==> src/rtl/cpu_pkg.sv <==
// Types and constants shared by the instruction-fetch front end.
package cpu_pkg;

    localparam logic [31:0] RESET_PC = 32'h00003000;

    typedef enum logic [1:0] {
        IDLE = 2'd0,
        WAIT = 2'd1,
        DROP = 2'd2
    } fetch_state_e;

    typedef struct packed {
        logic [31:0] pc;
        logic [31:0] instr;
    } fetch_entry_t;

    typedef struct packed {
        fetch_state_e state;
        logic         ibuf_full;
    } fetch_dbg_t;

endpackage

==> src/rtl/fetch_unit_if.sv <==
// Instruction-memory bus and decode-side handshake of the fetch unit.
// Handshakes: imem_req/imem_gnt and id_valid/id_ready each transfer on a cycle
// where both are high; a raised imem_req holds with a stable address until
// granted or flushed.
interface fetch_unit_if;
    logic        imem_req;
    logic [31:0] imem_addr;
    logic        imem_gnt;
    logic        imem_rvalid;
    logic [31:0] imem_rdata;
    logic        id_valid;
    logic [31:0] id_instr;
    logic [31:0] id_pc;
    logic        id_ready;

    modport master (
        output imem_req, imem_addr, id_valid, id_instr, id_pc,
        input  imem_gnt, imem_rvalid, imem_rdata, id_ready
    );

    modport slave (
        input  imem_req, imem_addr, id_valid, id_instr, id_pc,
        output imem_gnt, imem_rvalid, imem_rdata, id_ready
    );
endinterface

==> src/rtl/fetch_ibuf.sv <==
// Synchronous FIFO of fetched {pc, instr} entries; push and pop may coincide
// when full, and clear empties it at the edge.
module fetch_ibuf
    import cpu_pkg::*;
#(
    parameter int          DEPTH    = 2,
    parameter logic [31:0] RESET_PC = cpu_pkg::RESET_PC
) (
    input  logic                       clk,
    input  logic                       reset,
    input  logic                       push,
    input  fetch_entry_t               push_data,
    input  logic                       pop,
    input  logic                       clear,
    output logic                       full,
    output logic                       empty,
    output logic [$clog2(DEPTH+1)-1:0] count,
    output fetch_entry_t               head
);

    localparam int PW = (DEPTH > 1) ? $clog2(DEPTH) : 1;

    fetch_entry_t  mem [DEPTH];
    logic [PW-1:0] wr_ptr;
    logic [PW-1:0] rd_ptr;
    logic          do_push;
    logic          do_pop;

    function automatic logic [PW-1:0] next_ptr(input logic [PW-1:0] p);
        return (32'(p) == DEPTH - 1) ? '0 : p + 1'b1;
    endfunction

    assign full    = (32'(count) == DEPTH);
    assign empty   = (count == '0);
    assign do_pop  = pop & ~empty;
    assign do_push = push & (~full | do_pop);
    assign head    = mem[rd_ptr];

    always_ff @(posedge clk or posedge reset) begin
        if (reset) begin
            wr_ptr <= '0;
            rd_ptr <= '0;
            count  <= '0;
            for (int i = 0; i < DEPTH; i++) begin
                mem[i] <= '{pc: RESET_PC, instr: 32'h0};
            end
        end else if (clear) begin
            wr_ptr <= '0;
            rd_ptr <= '0;
            count  <= '0;
        end else begin
            if (do_push) begin
                mem[wr_ptr] <= push_data;
                wr_ptr      <= next_ptr(wr_ptr);
            end
            if (do_pop) begin
                rd_ptr <= next_ptr(rd_ptr);
            end
            if (do_push && !do_pop) begin
                count <= count + 1'b1;
            end else if (do_pop && !do_push) begin
                count <= count - 1'b1;
            end
        end
    end

endmodule

==> src/rtl/fetch_unit.sv <==
// Instruction-fetch front end: issues one outstanding imem request at a time,
// advances the PC on grant and buffers returned words for decode.
module fetch_unit
    import cpu_pkg::*;
#(
    parameter logic [31:0] RESET_PC   = cpu_pkg::RESET_PC,
    parameter int          IBUF_DEPTH = 2
) (
    input  logic         clk,
    input  logic         reset,
    input  logic [31:0]  pc,
    output logic         pc_adv,
    input  logic         flush,
    fetch_unit_if.master bus,
    output fetch_dbg_t   dbg
);

    localparam int CW = $clog2(IBUF_DEPTH + 1);

    localparam logic [1:0] S_IDLE = IDLE;
    localparam logic [1:0] S_WAIT = WAIT;
    localparam logic [1:0] S_DROP = DROP;

    logic [1:0]    st_q;
    logic [1:0]    st_d;
    logic [31:0]   req_pc_q;
    logic [31:0]   occ;
    logic          req;
    logic          push;
    logic          pop;
    logic          full;
    logic          empty;
    logic [CW-1:0] count;
    fetch_entry_t  head;

    // Occupancy counts the in-flight word and credits a pop this cycle, so a
    // new request can go out back-to-back with the returning one.
    always_comb begin
        occ = 32'(count) + 32'(st_q == S_WAIT) - 32'(bus.id_valid & bus.id_ready);
        req = !reset && !flush && (occ < 32'(IBUF_DEPTH)) &&
              (st_q == S_IDLE || (st_q == S_WAIT && bus.imem_rvalid));
    end

    assign bus.imem_req  = req;
    assign bus.imem_addr = {pc[31:2], 2'b00};
    assign pc_adv        = req & bus.imem_gnt;

    assign push = (st_q == S_WAIT) & bus.imem_rvalid & ~flush;
    assign pop  = bus.id_valid & bus.id_ready & ~flush;

    always_comb begin
        st_d = st_q;
        case (st_q)
            S_IDLE: if (pc_adv) st_d = S_WAIT;
            S_WAIT: begin
                if (bus.imem_rvalid) st_d = pc_adv ? S_WAIT : S_IDLE;
                else if (flush)      st_d = S_DROP;
            end
            S_DROP: if (bus.imem_rvalid) st_d = S_IDLE;
            default: st_d = S_IDLE;
        endcase
    end

    always_ff @(posedge clk or posedge reset) begin
        if (reset) begin
            st_q     <= S_IDLE;
            req_pc_q <= RESET_PC;
        end else begin
            st_q <= st_d;
            if (pc_adv) req_pc_q <= pc;
        end
    end

    fetch_ibuf #(
        .DEPTH    (IBUF_DEPTH),
        .RESET_PC (RESET_PC)
    ) u_ibuf (
        .clk       (clk),
        .reset     (reset),
        .push      (push),
        .push_data ('{pc: req_pc_q, instr: bus.imem_rdata}),
        .pop       (pop),
        .clear     (flush),
        .full      (full),
        .empty     (empty),
        .count     (count),
        .head      (head)
    );

    assign bus.id_valid = ~empty;
    assign bus.id_instr = head.instr;
    assign bus.id_pc    = head.pc;

    assign dbg.state     = fetch_state_e'(st_q);
    assign dbg.ibuf_full = full;

endmodule
==> src/flat_wrapper.sv <==
// flat-port wrapper written by rule: the top's interface ports become plain ports
module fetch_unit_flat import cpu_pkg::*;
#(
    parameter logic [31:0] RESET_PC   = cpu_pkg::RESET_PC,
    parameter int          IBUF_DEPTH = 2
)
  (clk, reset, pc, pc_adv, flush, dbg, bus_imem_req, bus_imem_addr, bus_id_valid, bus_id_instr, bus_id_pc, bus_imem_gnt, bus_imem_rvalid, bus_imem_rdata, bus_id_ready);
  fetch_unit_if bus_i ();
  input  logic clk;
  input  logic reset;
  input  logic [31:0] pc;
  output logic pc_adv;
  input  logic flush;
  output fetch_dbg_t dbg;
  output wire logic [$bits(bus_i.imem_req)-1:0] bus_imem_req;
  output wire logic [$bits(bus_i.imem_addr)-1:0] bus_imem_addr;
  output wire logic [$bits(bus_i.id_valid)-1:0] bus_id_valid;
  output wire logic [$bits(bus_i.id_instr)-1:0] bus_id_instr;
  output wire logic [$bits(bus_i.id_pc)-1:0] bus_id_pc;
  input wire logic [$bits(bus_i.imem_gnt)-1:0] bus_imem_gnt;
  input wire logic [$bits(bus_i.imem_rvalid)-1:0] bus_imem_rvalid;
  input wire logic [$bits(bus_i.imem_rdata)-1:0] bus_imem_rdata;
  input wire logic [$bits(bus_i.id_ready)-1:0] bus_id_ready;
  assign bus_imem_req = bus_i.imem_req;
  assign bus_imem_addr = bus_i.imem_addr;
  assign bus_id_valid = bus_i.id_valid;
  assign bus_id_instr = bus_i.id_instr;
  assign bus_id_pc = bus_i.id_pc;
  assign bus_i.imem_gnt = bus_imem_gnt;
  assign bus_i.imem_rvalid = bus_imem_rvalid;
  assign bus_i.imem_rdata = bus_imem_rdata;
  assign bus_i.id_ready = bus_id_ready;
  fetch_unit #(.RESET_PC(RESET_PC), .IBUF_DEPTH(IBUF_DEPTH)) u_core (.clk(clk), .reset(reset), .pc(pc), .pc_adv(pc_adv), .flush(flush), .bus(bus_i), .dbg(dbg));
endmodule
==> config.mk <==
export PLATFORM = sky130hd
export DESIGN_NAME = fetch_unit_flat
export DESIGN_NICKNAME = d
export VERILOG_FILES = /design/src/rtl/cpu_pkg.sv /design/src/rtl/fetch_unit_if.sv /design/src/rtl/fetch_ibuf.sv /design/src/rtl/fetch_unit.sv /design/src/flat_wrapper.sv
export SDC_FILE = /design/constraint.sdc
export NUM_CORES = 1
export LEC_CHECK = 0
export CAP_MARGIN = 20
export CORE_MARGIN = 2
export CORE_UTILIZATION = 50
export CTS_CLUSTER_DIAMETER = 60
export CTS_CLUSTER_SIZE = 28
export DETAILED_ROUTE_END_ITERATION = 8
export PLACE_DENSITY_LB_ADDON = 0.05
export SLEW_MARGIN = 30
export SYNTH_ARGS = -nofsm -noshare
export SYNTH_HDL_FRONTEND = slang
export SYNTH_SLANG_ARGS = --single-unit
==> constraint.sdc <==
create_clock -name clk -period 6.2 [get_ports clk]
set_input_delay 1.24 -clock clk [delete_from_list [all_inputs] [get_ports clk]]
set_output_delay 1.24 -clock clk [all_outputs]
set_load 0.02 [all_outputs]
==> out/qor.txt, run 1 <==
Highest Clock Rate = 0.198 GHz
reg-to-reg startpoint = u_core.st_q[0]$_DFFE_PP0P_
Top FF cell, synth = dfrtp_1
yosys warns = 0
share of post-route cells with drive strength above 1 = 0.356
# hold bufs at CTS = 0
skew final = 0.00805 ns
GR Util All Layers = 0.197
sequential area share after synthesis = 0.549
r2r worst-path depth = 10
worst hold slack = 0.481 ns
Die Area = 16100 um2
Mapped Area = 7570 um2
endpoint class of the critical path = output pin
Die Wd = 127 um
Final Non-Filler Cells = 835
worst vdd ir = 0.240 mV
power after layout = 3.56 mW
DP HPWL = 9.81 mm
Sink Count = 166
Final Cell Area = 9750 um2
CP startpoint = bus_id_ready
Placed Instances = 803
Filler cells = 1021
worst skew pair latency = 0.42 ns
Routed WL = 14.9 mm
First DRT Iteration DRCs = 150
Die H = 127 um
Critical-path top delay cell = clkdlybuf4s50_1
Synth area leaders = dfrtp_1 (53%), mux2_2 (22%), mux2_1 (6.8%)
htree depth = 4
Setup WS pre-CTS = 1.11 ns
Top-Level Pins = 172
Inserted Diodes = 0
Detail Route Antenna Nets = 0
Area Overhead vs Synth = 28.8%
Hold Path End = u_core.u_ibuf.mem[66]$_DFFE_PP0P_
Setup violations, final = 0
Critical Path, Cell by Cell = clkdlybuf4s50_1 -> and2_1 -> ha_1 -> ha_1 -> nor4_2 -> o2111ai_2 -> a311oi_4 -> clkdlybuf4s50_1
synthesis-stage register bit count = 166
EDFF count, synth = 0
Tmin final = 5.06 ns
PwrDens = 365 nW/um2
PnR worst setup slack = 1.14 ns
row count = 44
Gate Count Post-Synth = 500
Residual DRC = 0
CTS clk-pin slew, worst paths = 0.06 ns
Worst Hold Class = flop to flop
Nets = 714
Slew HR = 0.469
largest net degree at the start of global routing = 132
Lkg Pwr = 4.43 nW
port buffer count = 169
average cell area after synthesis = 15.1 um2
Final Hold Vio Count = 0
first-pass GRT wire length = 24.8 mm
Overflow after GRT = 0
Hold Startpoint = u_core.u_ibuf.mem[66]$_DFFE_PP0P_
Startpoint Class = input pin
Slew Limit Fails = 0
Setup TNS = 0 ns
max incr delay on CP = 0.66 ns
Via density = 5.25
Slew @ Worst Pin = 0.796 ns
DR pass1 iterations = 4
Data arrival, critical path = 3.82 ns
CTS Root Cell = clkbuf_16
Post-DP Area = 9180 um2
Gates resized, CTS repair = 0
vias in the first global route = 4879
initial antenna violation count = 1
number of setup buffers added after CTS = 0
GPL Wtd Cong = 0.804
Async SR Flop Fraction = 1.00
Crit Reg-Reg Endpoint = u_core.req_pc_q[29]$_DFFE_PP0P_
Num CTS Buffers = 17
final worst-path cycle share = 0.816
hold depth = 1
crit path kind = input pin to output pin
initial core utilization = 0.517
WP data required = 4.96 ns
library cells used by synthesis = 36
drt wl/cell = 17.8 um
RSZ-0062 raised after global routing = false
status = complete, no violations
max cap viols = 0
core region area = 14600 um2
vias after detailed routing = 4385
Max Buffers Root-to-Sink = 2
top cell type's share of synthesized area = 0.529
setup slack, reg-to-reg = 2.63 ns
CTS tree = done
CP max FO = 9
Final Util = 0.666
area leader, netlist = dfrtp_1
==> critical path, delay by kind of cell <==
family / cells / cell delay, ns
adders and majority gates: 2 / 0.40
buffers and inverters: 2 / 1.24
and+or+nand+nor: 2 / 0.40
AOI/OAI and AO/OA: 2 / 0.54
==> layer usage <==
layer | vias up | part of all wire | track usage
li1 | 2012 | - | -
met1 | 2244 | 0.44 | 0.246
met2 | 111 | 0.49 | 0.333
met3 | 18 | 0.051 | 0.0565
met4 | 0 | 0.016 | 0.0659
met5 | - | 0 | 0
==> cells in the final DEF, fill, tap and decap left out, drive strengths merged, types with 2 or more instances in the layout <==
cell type,instances
a21oi,2
nand2b,2
nor2b,5
nand2,3
clkbuf,24
conb,2
buf,7
dfstp,6
nor3b,2
ha,5
clkdlybuf4s50,169
inv,6
dfrtp,160
nor2,5
or2,2
mux2,226
clkinv,7
==> registers in the layout, indices dropped and copies added, names as in the netlist <==
name	cells
u_core.st_q	2
u_core.u_ibuf.mem	128
u_core.u_ibuf.count	2
u_core.req_pc_q	32
u_core.u_ibuf.wr_ptr	1
u_core.u_ibuf.rd_ptr	1
==> area by class of cell <==
cell class	count	area, um2	area share
clock buffers	24	502	0.0514
multi-input cells	270	3010	0.308
inverters	7	38.8	0.00398
flip-flops and latches	166	4160	0.427
well taps	184	230	0.0236
clock inverters	8	71.3	0.00731
repair buffers	176	1740	0.179
==> power by group <==
group	switching [mW]	leakage (nW)	total (mW)	internal, mW
clock	0.402	0.286	1.00	0.603
combinational	0.463	2.02	1.09	0.629
sequential	0.129	2.12	1.46	1.33
total	0.994	4.43	3.56	2.56
==> synthesized netlist by cell type, types with 2 or more instances <==
library cell  instances
ha_1                  5
buf_2                 9
nor3b_1               2
buf_4                38
mux2_1               46
a21oi_1               2
nor2b_1               5
nand2b_1              2
nor2_1                5
dfrtp_1             160
nand2_1               3
clkbuf_1              8
mux2_2              151
dfstp_2               6
inv_1                 7
buf_6                 3
mux2_4               29
==> cells by family (layout without fill, tap and decap cells) <==
| family | count (synthesis) | count (layout) | synth area share |
|---|---|---|---|
| AO/OA/AOI/OAI | 8 | 8 | 0.0102 |
| XOR/XNOR | 2 | 2 | 0.00231 |
| adder cells (fa/ha/maj) | 6 | 6 | 0.0109 |
| buffers and inverters | 65 | 215 | 0.0555 |
| flip-flops | 166 | 166 | 0.549 |
| multiplexers | 226 | 226 | 0.350 |
| other | 1 | 2 | 0.000495 |
| AND/OR/NAND/NOR | 26 | 26 | 0.0207 |
==> worst max path at each step <==
stage                                           to  slack (ns)  cells after the start
floorplan           u_core.req_pc_q[0]$_DFFE_PP0P_        0.48                      1
global placement                            pc_adv        1.14                      8
detailed placement                          pc_adv        1.11                      8
CTS                                         pc_adv        1.09                      8
global route                                pc_adv        0.95                      8
finish                                      pc_adv        1.14                      8
Note: power is estimated with default switching activity, not from simulation.
==> run 2: changes to the inputs <==
==> constraint.sdc (replaced) <==
create_clock -name clk -period 4.7 [get_ports clk]
set_input_delay 0.94 -clock clk [delete_from_list [all_inputs] [get_ports clk]]
set_output_delay 0.94 -clock clk [all_outputs]
set_load 0.02 [all_outputs]
==> run 2 against run 1 <==
Compared with the run above: die area is the same; critical endpoint unchanged; sequential power grew 32%; clock skew shrank 0.0011 ns; setup slack got worse by 0.89 ns; first-iteration DRC count fell by 14%; critical path type is now flop to output pin; via count rose by 0.48%; register-to-register slack worse by 1.5 ns; wire length increased by 2.6%; hold slack improved by 0.0010 ns.
==> out/qor.txt, run 2 (synthesis gave the netlist of run 1 again) <==
GPL Wtd Cong = 0.770
vias in the first global route = 4956
DR WL met3 = 732 um
Top-Level Pins = 172
Via density = 5.27
PwrDens = 487 nW/um2
Sink Count = 166
First DRT Iteration DRCs = 129
Max Buffers Root-to-Sink = 2
htree depth = 4
Data arrival, critical path = 3.51 ns
routed wl met2 = 7.46 mm
Nets = 716
CTS clk-pin slew, worst paths = 0.06 ns
number of setup buffers added after CTS = 0
Residual DRC = 0
worst vdd ir = 0.352 mV
Startpoint Class = flop
Overflow after GRT = 0
Final Util = 0.672
endpoint class of the critical path = output pin
setup slack, reg-to-reg = 1.12 ns
Gates resized, CTS repair = 0
CTS Root Cell = clkbuf_16
max cap viols = 0
most frequent cells in the layout = clkdlybuf4s50_1 (169), dfrtp_1 (159), mux2_2 (151)
Final Hold Vio Count = 0
Routed WL = 15.3 mm
Die Wd = 127 um
Final Cell Area = 9840 um2
Slew Limit Fails = 0
initial core utilization = 0.517
final worst-path cycle share = 0.947
CTS tree = done
Inserted Diodes = 0
max incr delay on CP = 0.67 ns
share of post-route cells with drive strength above 1 = 0.359
Final Non-Filler Cells = 836
first-pass GRT wire length = 24.6 mm
Die H = 127 um
Detail Route Antenna Nets = 0
Largest regs = u_core.u_ibuf.mem x128, u_core.req_pc_q x32
Lkg Pwr = 4.45 nW
Setup violations, final = 0
crit path kind = flop to output pin
Area Overhead vs Synth = 29.9%
Placed Instances = 804
Critical Path, Cell by Cell = nor2b_1 -> mux2_4 -> and2_1 -> ha_1 -> ha_1 -> nor4_2 -> o2111ai_2 -> a311oi_4 -> clkdlybuf4s50_1
Max Used Layer = met4
Critical-path top delay cell = clkdlybuf4s50_1
status = complete, no violations
Slew HR = 0.560
DP HPWL = 9.97 mm
WP data required = 3.76 ns
# hold bufs at CTS = 0
DR pass1 iterations = 4
Worst Hold Class = flop to flop
CP Buf/Inv Count = 1
CP max FO = 6
initial antenna violation count = 0
commonest non-fill, non-tap cell in the layout = clkdlybuf4s50_1
M1 WL = 6.69 mm
port buffer count = 169
row count = 44
RSZ-0062 raised after global routing = false
worst hold slack = 0.482 ns
Setup TNS = 0 ns
Crit path max-delay family = simple AND/OR/NAND/NOR gates
number of flip-flops in the largest register = 128
Biggest register = u_core.u_ibuf.mem
Die Area = 16100 um2
Post-DP Area = 9210 um2
drt wl/cell = 18.2 um
Tmin final = 4.45 ns
largest net degree at the start of global routing = 76
GR Util All Layers = 0.196
Num CTS Buffers = 17
skew final = 0.00699 ns
most frequent CP cell = ha_1
vias after detailed routing = 4406
Slew @ Worst Pin = 0.659 ns
Highest Clock Rate = 0.225 GHz
worst skew pair latency = 0.42 ns
core region area = 14600 um2
-- run 2: where the power goes --
group,switching [mW],internal (mW)
registers,0.174,1.76
logic,0.618,0.835
clock network,0.531,0.869
-- run 2: path summary, 6_finish.rpt --
path,cells past startpoint,from,end
worst max-delay path,9,u_core.st_q[0]$_DFFE_PP0P_,pc_adv
worst min-delay path,1,u_core.u_ibuf.mem[107]$_DFFE_PP0P_,u_core.u_ibuf.mem[107]$_DFFE_PP0P_
worst max register to register,10,u_core.st_q[0]$_DFFE_PP0P_,u_core.req_pc_q[29]$_DFFE_PP0P_
worst min register to register,1,u_core.u_ibuf.mem[107]$_DFFE_PP0P_,u_core.u_ibuf.mem[107]$_DFFE_PP0P_
max in group asynchronous,4,reset,u_core.u_ibuf.mem[109]$_DFFE_PP1P_
min in group asynchronous,2,reset,u_core.u_ibuf.rd_ptr$_DFFE_PP0P_
-- run 2: per-stage QoR --
stage	setup WS (ns)	power, mW
6_report	0.247	4.79
5_1_grt	0.0115	5.01
2_1_floorplan	1.05	2.78
3_5_place_dp	0.428	3.42
3_3_place_gp	0.426	3.36
4_1_cts	0.182	4.83
-- run 2: layout make-up --
cell class | count | area [um2]
clock buffer | 21 | 470
clock inverter | 10 | 128
fill | 1050 | 4810
inverter | 7 | 30.0
multi-input combinational | 270 | 3020
sequential | 166 | 4160
tap | 184 | 230
timing repair buffer | 178 | 1800
-- run 2: per-layer routing --
metal,GRT usage,up-vias
met5,0,-
met4,0.0802,0
met3,0.0473,27
met2,0.328,122
met1,0.248,2252
li1,-,2005
-- run 2: worst reg2reg max path, delay by kind of cell (launching register included) --
kind / cells / cell delay, ns
fa+ha+maj: 2 / 0.40
mux: 2 / 0.79
buf+inv: 1 / 0.61
flops: 1 / 0.42
compound gates: 2 / 0.55
simple gates: 3 / 0.70
==> run 3: changes to the inputs <==
--- a/config.mk
+++ b/config.mk
@@ -15,4 +15,5 @@
 export SLEW_MARGIN = 30
 export SYNTH_ARGS = -nofsm -noshare
 export SYNTH_HDL_FRONTEND = slang
+export SYNTH_HIERARCHICAL = 1
 export SYNTH_SLANG_ARGS = --single-unit
==> run 3 against run 2 <==
Compared with the run above: sequential power is 6% lower; sequential share of layout area down 0.60 points; utilization fell by 1.0 points; first-iteration DRC count rose by 59%; final area is 1.5% higher; total power fell by 5.4%; synthesized cell count shrank 1.8%; global-route usage increased by 0.062 points; die area grew 1.5%; wire length is 0.66% lower; combinational power is 17% lower; final cell count shrank 0.36%; critical path type is now input pin to output pin.
==> out/qor.txt, run 3 <==
Max Buffers Root-to-Sink = 2
vias after detailed routing = 4364
Mapped Area = 7690 um2
Slew HR = 0.461
GPL Wtd Cong = 0.761
Tmin final = 4.55 ns
Largest regs = u_core/u_ibuf/mem x128, u_core/req_pc_q x32
max cap viols = 0
DP HPWL = 9.42 mm
Filler cells = 1116
largest net degree at the start of global routing = 71
worst vdd ir = 0.255 mV
PwrDens = 454 nW/um2
worst hold slack = 0.500 ns
# hold bufs at CTS = 0
Die H = 128 um
Clock power frac = 0.331
commonest non-fill, non-tap cell in the layout = clkdlybuf4s50_1
Pint = 3.34 mW
Placed Instances = 801
CP max FO = 3
CTS Root Cell = clkbuf_16
Sink Count = 166
htree depth = 4
Nets = 704
Slew Limit Fails = 0
top cells by count, synth = dfrtp_1 (160), mux2_2 (147), mux2_4 (77), buf_4 (33), buf_6 (9)
endpoint class of the critical path = output pin
initial core utilization = 0.510
row count = 45
Final Util = 0.661
Final Cell Area = 9980 um2
First DRT Iteration DRCs = 205
Num CTS Buffers = 17
skew final = 0.00766 ns
Highest Clock Rate = 0.220 GHz
first-pass GRT wire length = 24.8 mm
Data arrival, critical path = 3.61 ns
yosys warns = 6
Final Non-Filler Cells = 833
DR WL met3 = 732 um
Top FF cell, synth = dfrtp_1
Setup violations, final = 0
Sw Share = 0.261
share of post-route cells with drive strength above 1 = 0.429
initial antenna violation count = 0
Critical-path top delay cell = clkdlybuf4s50_1
CTS tree = done
core region area = 15100 um2
number of flip-flops in the largest register = 128
Area Overhead vs Synth = 29.8%
status = complete, no violations
most frequent CP cell = clkdlybuf4s50_1
average cell area after synthesis = 15.7 um2
synthesis-stage register bit count = 166
Gate Count Post-Synth = 491
PnR worst setup slack = 0.151 ns
Post-DP Area = 9330 um2
Seq pwr share = 0.401
Detail Route Antenna Nets = 0
Biggest register = u_core/u_ibuf/mem
drt wl/cell = 18.2 um
Die Wd = 128 um
Lkg Pwr = 4.74 nW
worst skew pair latency = 0.42 ns
Top-Level Pins = 172
crit path kind = input pin to output pin
Comb pwr share = 0.267
Async SR Flop Fraction = 1.00
EDFF count, synth = 0
M1 WL = 6.98 mm
CTS clk-pin slew, worst paths = 0.06 ns
area leader, netlist = dfrtp_1
Setup WS pre-CTS = 0.0801 ns
Final Hold Vio Count = 0
final worst-path cycle share = 0.968
most frequent cells in the layout = clkdlybuf4s50_1 (169), dfrtp_1 (159), mux2_2 (147)
Overflow after GRT = 0
Slew @ Worst Pin = 0.809 ns
Routed WL = 15.2 mm
max incr delay on CP = 0.59 ns
GR Util All Layers = 0.197
WP data required = 3.76 ns
Startpoint Class = input pin
most common cell in the synthesized netlist = dfrtp_1
Die Area = 16400 um2
DR pass1 iterations = 4
Worst Hold Class = flop to flop
routed wl met2 = 7.25 mm
Residual DRC = 0
Synth area leaders = dfrtp_1 (52%), mux2_2 (22%), mux2_4 (15%)
sequential area share after synthesis = 0.541
Inserted Diodes = 0
Max Used Layer = met4
library cells used by synthesis = 30
Switch Pwr = 1.18 mW
Via density = 5.24
top cell type's share of synthesized area = 0.521
port buffer count = 169
Critical Path, Cell by Cell = clkdlybuf4s50_1 -> nor2b_1 -> ha_1 -> nor2b_2 -> fa_1 -> nor4_2 -> o2111a_2 -> nand2_4 -> inv_1 -> clkdlybuf4s50_1
vias in the first global route = 4776
-- run 3: cell types whose count changed in the layout (fill, tap and decap cells not counted), sizes merged, moves of 2 or more --
cell	before	now
clkinv	6	4
ha	5	1
or2	2	0
mux2	226	224
nand2b	2	6
nor2	5	2
-- run 3: logic make-up (layout without fill, tap and decap cells) --
| family | count (synthesis) | in the layout | share of synthesized area |
|---|---|---|---|
| buffers and inverters | 61 | 214 | 0.0558 |
| flip-flops | 166 | 166 | 0.541 |
| AO/OA/AOI/OAI | 9 | 9 | 0.00781 |
| other | 1 | 2 | 0.000488 |
| multiplexers | 225 | 225 | 0.367 |
| adder cells (fa/ha/maj) | 2 | 2 | 0.00423 |
| XOR/XNOR | 2 | 2 | 0.00228 |
| AND/OR/NAND/NOR | 25 | 25 | 0.0212 |
-- run 3: worst paths after layout --
| path | start | to | slack (ns) | cells past startpoint |
|---|---|---|---|---|
| hold reg to reg | u_core/u_ibuf/mem[28]$_DFFE_PP0P_ | u_core/u_ibuf/mem[28]$_DFFE_PP0P_ | 0.50 | 1 |
| min in group asynchronous | reset | u_core/req_pc_q[11]$_DFFE_PP0P_ | 1.10 | 3 |
| setup reg to reg | u_core/u_ibuf/count[1]$_DFFE_PP0P_ | u_core/req_pc_q[30]$_DFFE_PP0P_ | 1.65 | 10 |
| max in group asynchronous | reset | u_core/u_ibuf/rd_ptr$_DFFE_PP0P_ | 2.70 | 3 |
| setup / recovery | bus_id_ready | pc_adv | 0.15 | 10 |
| hold / removal | u_core/u_ibuf/mem[28]$_DFFE_PP0P_ | u_core/u_ibuf/mem[28]$_DFFE_PP0P_ | 0.50 | 1 |
-- run 3: through the flow --
step | setup TNS, ns | power, mW
floorplan | 0 | 2.56
global placement | 0 | 3.02
detailed placement | 0 | 3.06
CTS | 0 | 4.58
global route | -0.0369 | 4.74
finish | 0 | 4.53
-- run 3: what timing repair did --
| item | in CTS | in global routing |
|---|---|---|
| buffers inserted | 0 | 0 |
| gates resized for setup | 0 | 2 |
| endpoints found under the setup margin | 0 | 2 |
-- run 3: area by class of cell --
cell class / instances / area, um2 / share of cell area
clock inverters: 11 / 171 / 0.0172
repair buffers: 177 / 1800 / 0.181
well taps: 188 / 235 / 0.0236
inverters: 5 / 21.3 / 0.00213
multi-input cells: 265 / 3120 / 0.312
flip-flops and latches: 166 / 4160 / 0.417
clock buffers: 21 / 470 / 0.0471
-- run 3: per-layer routing --
| layer | vias up | GRT usage |
|---|---|---|
| met4 | 0 | 0.0575 |
| met3 | 16 | 0.0576 |
| met5 | - | 0 |
| li1 | 1987 | - |
| met2 | 115 | 0.312 |
| met1 | 2246 | 0.266 |
-- run 3: power groups by stage --
| stage | combinational, mW | clock, mW | sequential, mW |
|---|---|---|---|
| 2_1_floorplan | 0.766 | 0 | 1.79 |
| 3_3_place_gp | 1.20 | 0 | 1.82 |
| 3_5_place_dp | 1.22 | 0 | 1.84 |
| 4_1_cts | 1.23 | 1.53 | 1.82 |
| 5_1_grt | 1.28 | 1.60 | 1.85 |
| 6_report | 1.21 | 1.50 | 1.82 |
-- run 3: worst max-delay path, delay by kind of cell --
kind,cells,cell delay (ns)
adders and majority gates,2,0.73
buffers and inverters,3,1.08
AOI/OAI and AO/OA,1,0.27
and+or+nand+nor,4,0.58
